===== config.mk =====
export PLATFORM = sky130hd
export DESIGN_NAME = instr_fetch_unit
export DESIGN_NICKNAME = d
export VERILOG_FILES = /design/src/rtl/instr_fetch_unit.sv
export SDC_FILE = /design/constraint.sdc
export NUM_CORES = 1
export LEC_CHECK = 0
export ABC_AREA = 1
export BUFFER_PORTS_ARGS = -buffer_cell sky130_fd_sc_hd__clkbuf_2
export CORE_UTILIZATION = 35
export CTS_BUF_LIST = sky130_fd_sc_hd__clkbuf_4 sky130_fd_sc_hd__clkbuf_8
export DETAILED_ROUTE_END_ITERATION = 10
export PLACE_DENSITY = 0.66
export SLEW_MARGIN = 20
export SYNTH_ARGS = -nofsm -noshare
export SYNTH_HDL_FRONTEND = slang
export SYNTH_SLANG_ARGS = --single-unit

===== constraint.sdc =====
create_clock -name clk -period 3.7 [get_ports clk]
set_input_delay 0.925 -clock clk [delete_from_list [all_inputs] [get_ports clk]]
set_output_delay 0.925 -clock clk [all_outputs]
set_load 0.005 [all_outputs]

===== src/rtl/instr_fetch_unit.sv =====
// Fetch stage for the multicycle RV32I core: owns the PC, addresses the registered ROM and hands
// {instruction, PC} to decode over valid/ready. Optional perf counters under FETCH_PERF_CNT_EN.
module instr_fetch_unit #(
    parameter logic [31:0] RESET_PC = 32'h0000_0000,
    parameter int          ADDR_W   = 14
) (
    input  logic              clk,
    input  logic              rst,
    output logic [ADDR_W-1:0] o_rom_addr,
    input  logic [31:0]       i_rom_data,
    output logic [31:0]       o_instr,
    output logic [31:0]       o_instr_pc,
    output logic              o_instr_valid,
    input  logic              i_instr_ready,
    input  logic              i_redirect,
    input  logic [31:0]       i_redirect_pc,
    output logic              o_fetch_err
`ifdef FETCH_PERF_CNT_EN
    ,
    output logic [31:0]       o_fetch_cnt,
    output logic [31:0]       o_stall_cnt
`endif
);

    // state | meaning
    // REQ   | PC on ROM address, ROM samples it at the closing edge
    // RESP  | ROM word for PC is on i_rom_data, capture it
    // HOLD  | instruction presented to decode, wait for ready
    // FAULT | bad PC, no fetches until redirect or reset
    localparam logic [1:0] ST_REQ   = 2'd0;
    localparam logic [1:0] ST_RESP  = 2'd1;
    localparam logic [1:0] ST_HOLD  = 2'd2;
    localparam logic [1:0] ST_FAULT = 2'd3;

    logic [1:0]  state_q, state_d;
    logic [31:0] pc_q, pc_d;
    logic [31:0] instr_q, instr_d;
    logic [31:0] instr_pc_q, instr_pc_d;
    logic        valid_q, valid_d;
    logic        err_q, err_d;
    logic        pc_bad;

    assign pc_bad = (pc_q[1:0] != 2'b00) || (pc_q[31:ADDR_W] != '0);

    always_comb begin
        state_d    = state_q;
        pc_d       = pc_q;
        instr_d    = instr_q;
        instr_pc_d = instr_pc_q;
        valid_d    = valid_q;
        err_d      = err_q;

        case (state_q)
            ST_REQ: begin
                if (pc_bad) begin
                    state_d = ST_FAULT;
                    err_d   = 1'b1;
                end else begin
                    state_d = ST_RESP;
                end
            end
            ST_RESP: begin
                instr_d    = i_rom_data;
                instr_pc_d = pc_q;
                valid_d    = 1'b1;
                state_d    = ST_HOLD;
            end
            ST_HOLD: begin
                if (i_instr_ready) begin
                    pc_d    = pc_q + 32'd4;
                    valid_d = 1'b0;
                    state_d = ST_REQ;
                end
            end
            default: begin
                state_d = ST_FAULT;
            end
        endcase

        // Redirect wins over every state; an in-flight ROM word is dropped, not captured.
        if (i_redirect) begin
            pc_d       = i_redirect_pc;
            instr_d    = instr_q;
            instr_pc_d = instr_pc_q;
            valid_d    = 1'b0;
            err_d      = 1'b0;
            state_d    = ST_REQ;
        end
    end

    always_ff @(posedge clk) begin
        if (rst) begin
            state_q    <= ST_REQ;
            pc_q       <= RESET_PC;
            instr_q    <= 32'h0;
            instr_pc_q <= 32'h0;
            valid_q    <= 1'b0;
            err_q      <= 1'b0;
        end else begin
            state_q    <= state_d;
            pc_q       <= pc_d;
            instr_q    <= instr_d;
            instr_pc_q <= instr_pc_d;
            valid_q    <= valid_d;
            err_q      <= err_d;
        end
    end

    assign o_rom_addr    = pc_q[ADDR_W-1:0];
    assign o_instr       = instr_q;
    assign o_instr_pc    = instr_pc_q;
    assign o_instr_valid = valid_q;
    assign o_fetch_err   = err_q;

`ifdef FETCH_PERF_CNT_EN
    logic [31:0] fetch_cnt_q, fetch_cnt_d;
    logic [31:0] stall_cnt_q, stall_cnt_d;

    always_comb begin
        fetch_cnt_d = fetch_cnt_q;
        stall_cnt_d = stall_cnt_q;
        if (valid_q && i_instr_ready) begin
            fetch_cnt_d = fetch_cnt_q + 32'd1;
        end
        if ((state_q == ST_HOLD) && !i_instr_ready) begin
            stall_cnt_d = stall_cnt_q + 32'd1;
        end
    end

    always_ff @(posedge clk) begin
        if (rst) begin
            fetch_cnt_q <= 32'h0;
            stall_cnt_q <= 32'h0;
        end else begin
            fetch_cnt_q <= fetch_cnt_d;
            stall_cnt_q <= stall_cnt_d;
        end
    end

    assign o_fetch_cnt = fetch_cnt_q;
    assign o_stall_cnt = stall_cnt_q;
`endif

endmodule


---- Word-level counts from Yosys, hierarchy flattened ----
Index checks and enable logic that the tools add are counted.
word-level totals
  bits of input ports ..................... 68
  logic and storage cells ................. 31
  register bits after elaboration ......... 100
cells by class
  bitwise operators ....................... 1
  $add $sub $neg .......................... 1
  reduce and logical (&&, ||, !) cells .... 12
  muxes and demuxes ....................... 8
  eq/ne operators ......................... 3
operator list
  kind                                                              number
  32-bit 2-to-1 mux                                                 3
  32-bit by 3-bit adder with 32-bit output (second input constant)  1
  18-bit nonzero test                                               1
  2-bit AND reduction                                               4
  2-bit nonzero test                                                4
  2-bit one-hot mux with 3 select lines                             1
  2-bit 2-to-1 mux                                                  2
  2-bit by 1-bit == test with 1-bit output (second input constant)  1
  2-bit == test (second input constant)                             1
  2-bit logical NOT                                                 1
  2-bit inequality test (second input constant)                     1
  1-bit one-hot mux with 2 select lines                             1
  2-bit OR reduction                                                1
  1-bit logical OR                                                  1
  1-bit 2-to-1 mux                                                  1
  1-bit NOT                                                         1

---- Logic depth before layout (Yosys ltp) ----
  depth after elaboration ................. 4
  gate-level depth with buffers ........... 12
  mapped depth without buffers ............ 12

---- Least setup slack after synthesis ----
No wires, ideal clock.
  kind .................................... input -> register
  start ................................... input port i_instr_ready
  end ..................................... register pc_q[27]
  required time ........................... 3.631 ns
  data arrival time ....................... 1.746 ns
  path slack .............................. 1.885 ns
  stages .................................. 8
  setup time .............................. 0.069 ns
  cells stage by stage .................... nand2_2 > inv_2 > nor2_1 > inv_2 > buf_2 > o21ai_0 > inv_1 > a21oi_2
between the ends
  cells in the longest elaborated chain, start to end .. 2
RTL lines
  element                        line  source
  start: declaration             14    input logic i_instr_ready,
  2-bit nonzero test (no line)   n/a
  2-bit AND reduction (no line)  n/a
  end signal: assignment         101   pc_q <= pc_d;
  end: declaration               36    logic [31:0] pc_q, pc_d;
No other way between the ends.
A chain may end at the register's enable or synchronous reset.

---- Worst setup path in the final report ----
  start ................................... input port i_redirect
  end ..................................... register instr_pc_q[22] (netlist: o_instr_pc[22])
between the ends
  cells in the longest elaborated chain, start to end .. 2
RTL lines
  element                        line  source
  start: declaration             15    input logic i_redirect,
  1-bit NOT (no line)            n/a
  2-bit AND reduction (no line)  n/a
  end signal: assignment         103   instr_pc_q <= instr_pc_d;
  end: declaration               38    logic [31:0] instr_pc_q, instr_pc_d;
No other way between the ends.

==> results.tsv <==
stage	metric	value	unit
outcome	status	finished clean	
critical_path	worst_setup_path_start_kind	input pin	
sta	hold_viol	0	
final_layout	antenna_cells	0	
clock_tree	numClockSinks	100	
sta	tns	0	ns
synthesis	syn_area_per_cell	7.33	sq um
final_layout	syn_to_final_growth	20.5	%
global_routing	grt_max_degree	64	
synthesis	async_flop_share	0	
floorplan	die_x	118	um
global_routing	overflow	0	
floorplan	io_pins	148	
placement	numPortBuffers	147	
critical_path	required	4.02	ns
clock_tree	cts_made_buffers	9	
sta	layout_setup_ws	1.56	ns
synthesis	synth_top_area_share	0.423	
route	drc	0	
floorplan	rows	42	
sta	fin_crit_sh	0.578	
final_layout	drive_above_1_share	0.296	
sta	slew_headroom	0.542	
floorplan	die_h	118	um
clock_tree	clock_latency	0.38	ns
clock_tree	h-tree-depth	3	
clock_tree	cts_resized	0	
synthesis	synthesis.nets	719	
route	routed_wirelength	12900	um
synthesis	ys.flop_type	dfxtp_1	
synthesis	synth_area_leader_cell	dfxtp_1	
clock_tree	post-cts-setup-buffers	0	
sta	drv_slew	0	
floorplan	initial_core_util	0.358	
critical_path	crit_path_end_kind	register	
final_layout	layout_commonest_cell	clkbuf_2	
route	firstDrtPassIters	4	
synthesis	synthTopCellsByArea	dfxtp_1 (42%), o21ai_0 (8.9%), nor2_1 (8.2%), nand2_1 (7.1%), a21oi_1 (4.5%)	
floorplan	fp.coreArea	13200	sq um
placement	pre_cts_ws	1.18	ns
critical_path	crit_type	input pin to register	
global_routing	antenna_found_initial	0	
min_path	hp-class	register to register	
sta	min_period	2.14	ns
run	max_cap_violations	0	
sta	max_freq	468	MHz
clock_tree	cts_buffer_depth	2	
clock_tree	cts_tree	yes	
clock_tree	cts_root_buffer	clkbuf_8	
synthesis	yosysSeqAreaShare	0.423	
sta	rsz0062_at_grt	false	
pwr	leakage	2.50	nW
placement	gp_congestion	0.873	
synthesis	syn_area	4730	sq um
critical_path	crit_arrival	2.45	ns
route	via_per_inst	4.73	
synthesis	synth_cell_types	35	
critical_path	path_max_fanout	63	
sta	setup_viol	0	
sta	tightest_slew	0.687	ns
pwr	power.density	385	nW/um^2
floorplan	die_area	14000	sq um
synthesis	synth-edff-count	0	
final_layout	layout_common_cells	clkbuf_2 (147), nor2_1 (104), dfxtp_1 (100)	
placement	hpwl	9610	um
final_layout	num-fill-cells	1437	
pwr	vdd_ir_drop_max	0.182	mV
synthesis	yosysWarnings	0	
clock_tree	clk_pin_slew	0.09	ns
route	vias	4473	
clock_tree	cts-hold-fix-buffers	0	
final_layout	nets	838	
synthesis	syn_inst	646	
synthesis	synth-seq-cells	100	
global_routing	track_usage	0.192	
global_routing	grt_pass1_wl	21100	um
route	wl_per_cell	13.7	um
route	drt_iter0_markers	311	
sta	clock-skew-final	0.00881	ns
global_routing	grt_pass1_vias	4152	
route	ant_nets	0	
-- Yosys cell counts (9+ instances only) --
library cell	count
nor2_1	104
nor2_4	9
dfxtp_1	100
nor2_2	13
clkbuf_1	21
xor2_1	9
buf_4	16
a31oi_1	9
inv_1	46
nand3_1	26
o21ai_0	84
nand2_2	11
a21oi_1	43
nand2_1	90
-- worst paths after layout --
| path | start | end | slack (ns) | depth (start not counted) |
|---|---|---|---|---|
| worst max-delay path | i_redirect | o_instr_pc[22] | 1.56 | 7 |
| worst min-delay path | o_fetch_err | o_fetch_err | 0.46 | 2 |
| worst max register to register | state_q[0] | pc_q[24] | 1.95 | 9 |
| worst min register to register | o_fetch_err | o_fetch_err | 0.46 | 2 |
-- kinds of logic after synthesis --
group                      count (synthesis)  share of synthesized area
and+or+nand+nor                          279                      0.279
AOI/OAI and AO/OA                        153                      0.173
DFF                                      100                      0.423
buffers and inverters                     99                     0.0938
xor gates and xnor gates                  10                     0.0185
adders and majority gates                  5                     0.0132
-- stage by stage --
step,area (sq um),hold WS (ns),power [mW],util,cells
finish,5710,0.462,2.20,0.431,946
global route,5710,0.504,2.32,0.431,946
CTS,5710,0.463,2.23,0.431,946
detailed placement,5510,0.444,1.52,0.416,930
global placement,5510,0.446,1.52,0.416,930
floorplan,4730,0.443,1.39,-,646
-- critical path, cell delays in order --
cell and delay (ns):
clkbuf_2 0.37, inv_2 0.15, nand2_1 0.09, inv_2 0.31, buf_12 0.30, o21ai_0 0.13
a21oi_1 0.13
-- routing by layer --
| layer | vias up | part of all wire | wire length [um] | track usage |
|---|---|---|---|---|
| met5 | - | 0 | 0 | 0 |
| met1 | 1996 | 0.47 | 6080 | 0.249 |
| met3 | 13 | 0.062 | 799 | 0.0483 |
| met2 | 136 | 0.45 | 5820 | 0.304 |
| met4 | 0 | 0.019 | 244 | 0.0793 |
| li1 | 2328 | - | - | - |
-- report_power, final --
part | total (mW) | internal, mW | switching (mW)
clock network | 0.705 | 0.334 | 0.370
registers | 1.19 | 1.14 | 0.0532
logic | 0.301 | 0.127 | 0.174
-- area by class of cell --
class	instances	area (sq um)	share of cell area
clock inverters	4	50.0	0.00877
well taps	176	220	0.0386
clock buffers	12	146	0.0257
multi-input cells	447	2290	0.401
inverters	53	199	0.0349
repair buffers	154	801	0.140
flip-flops and latches	100	2000	0.351
-- flip-flops by register name (all words and copies together), names as in the netlist --
| register | count |
|---|---|
| o_fetch_err | 1 |
| o_instr | 32 |
| o_instr_pc | 32 |
| o_instr_valid | 1 |
| pc_q | 32 |
| state_q | 2 |
No activity file was read; power rests on OpenSTA's default activity.
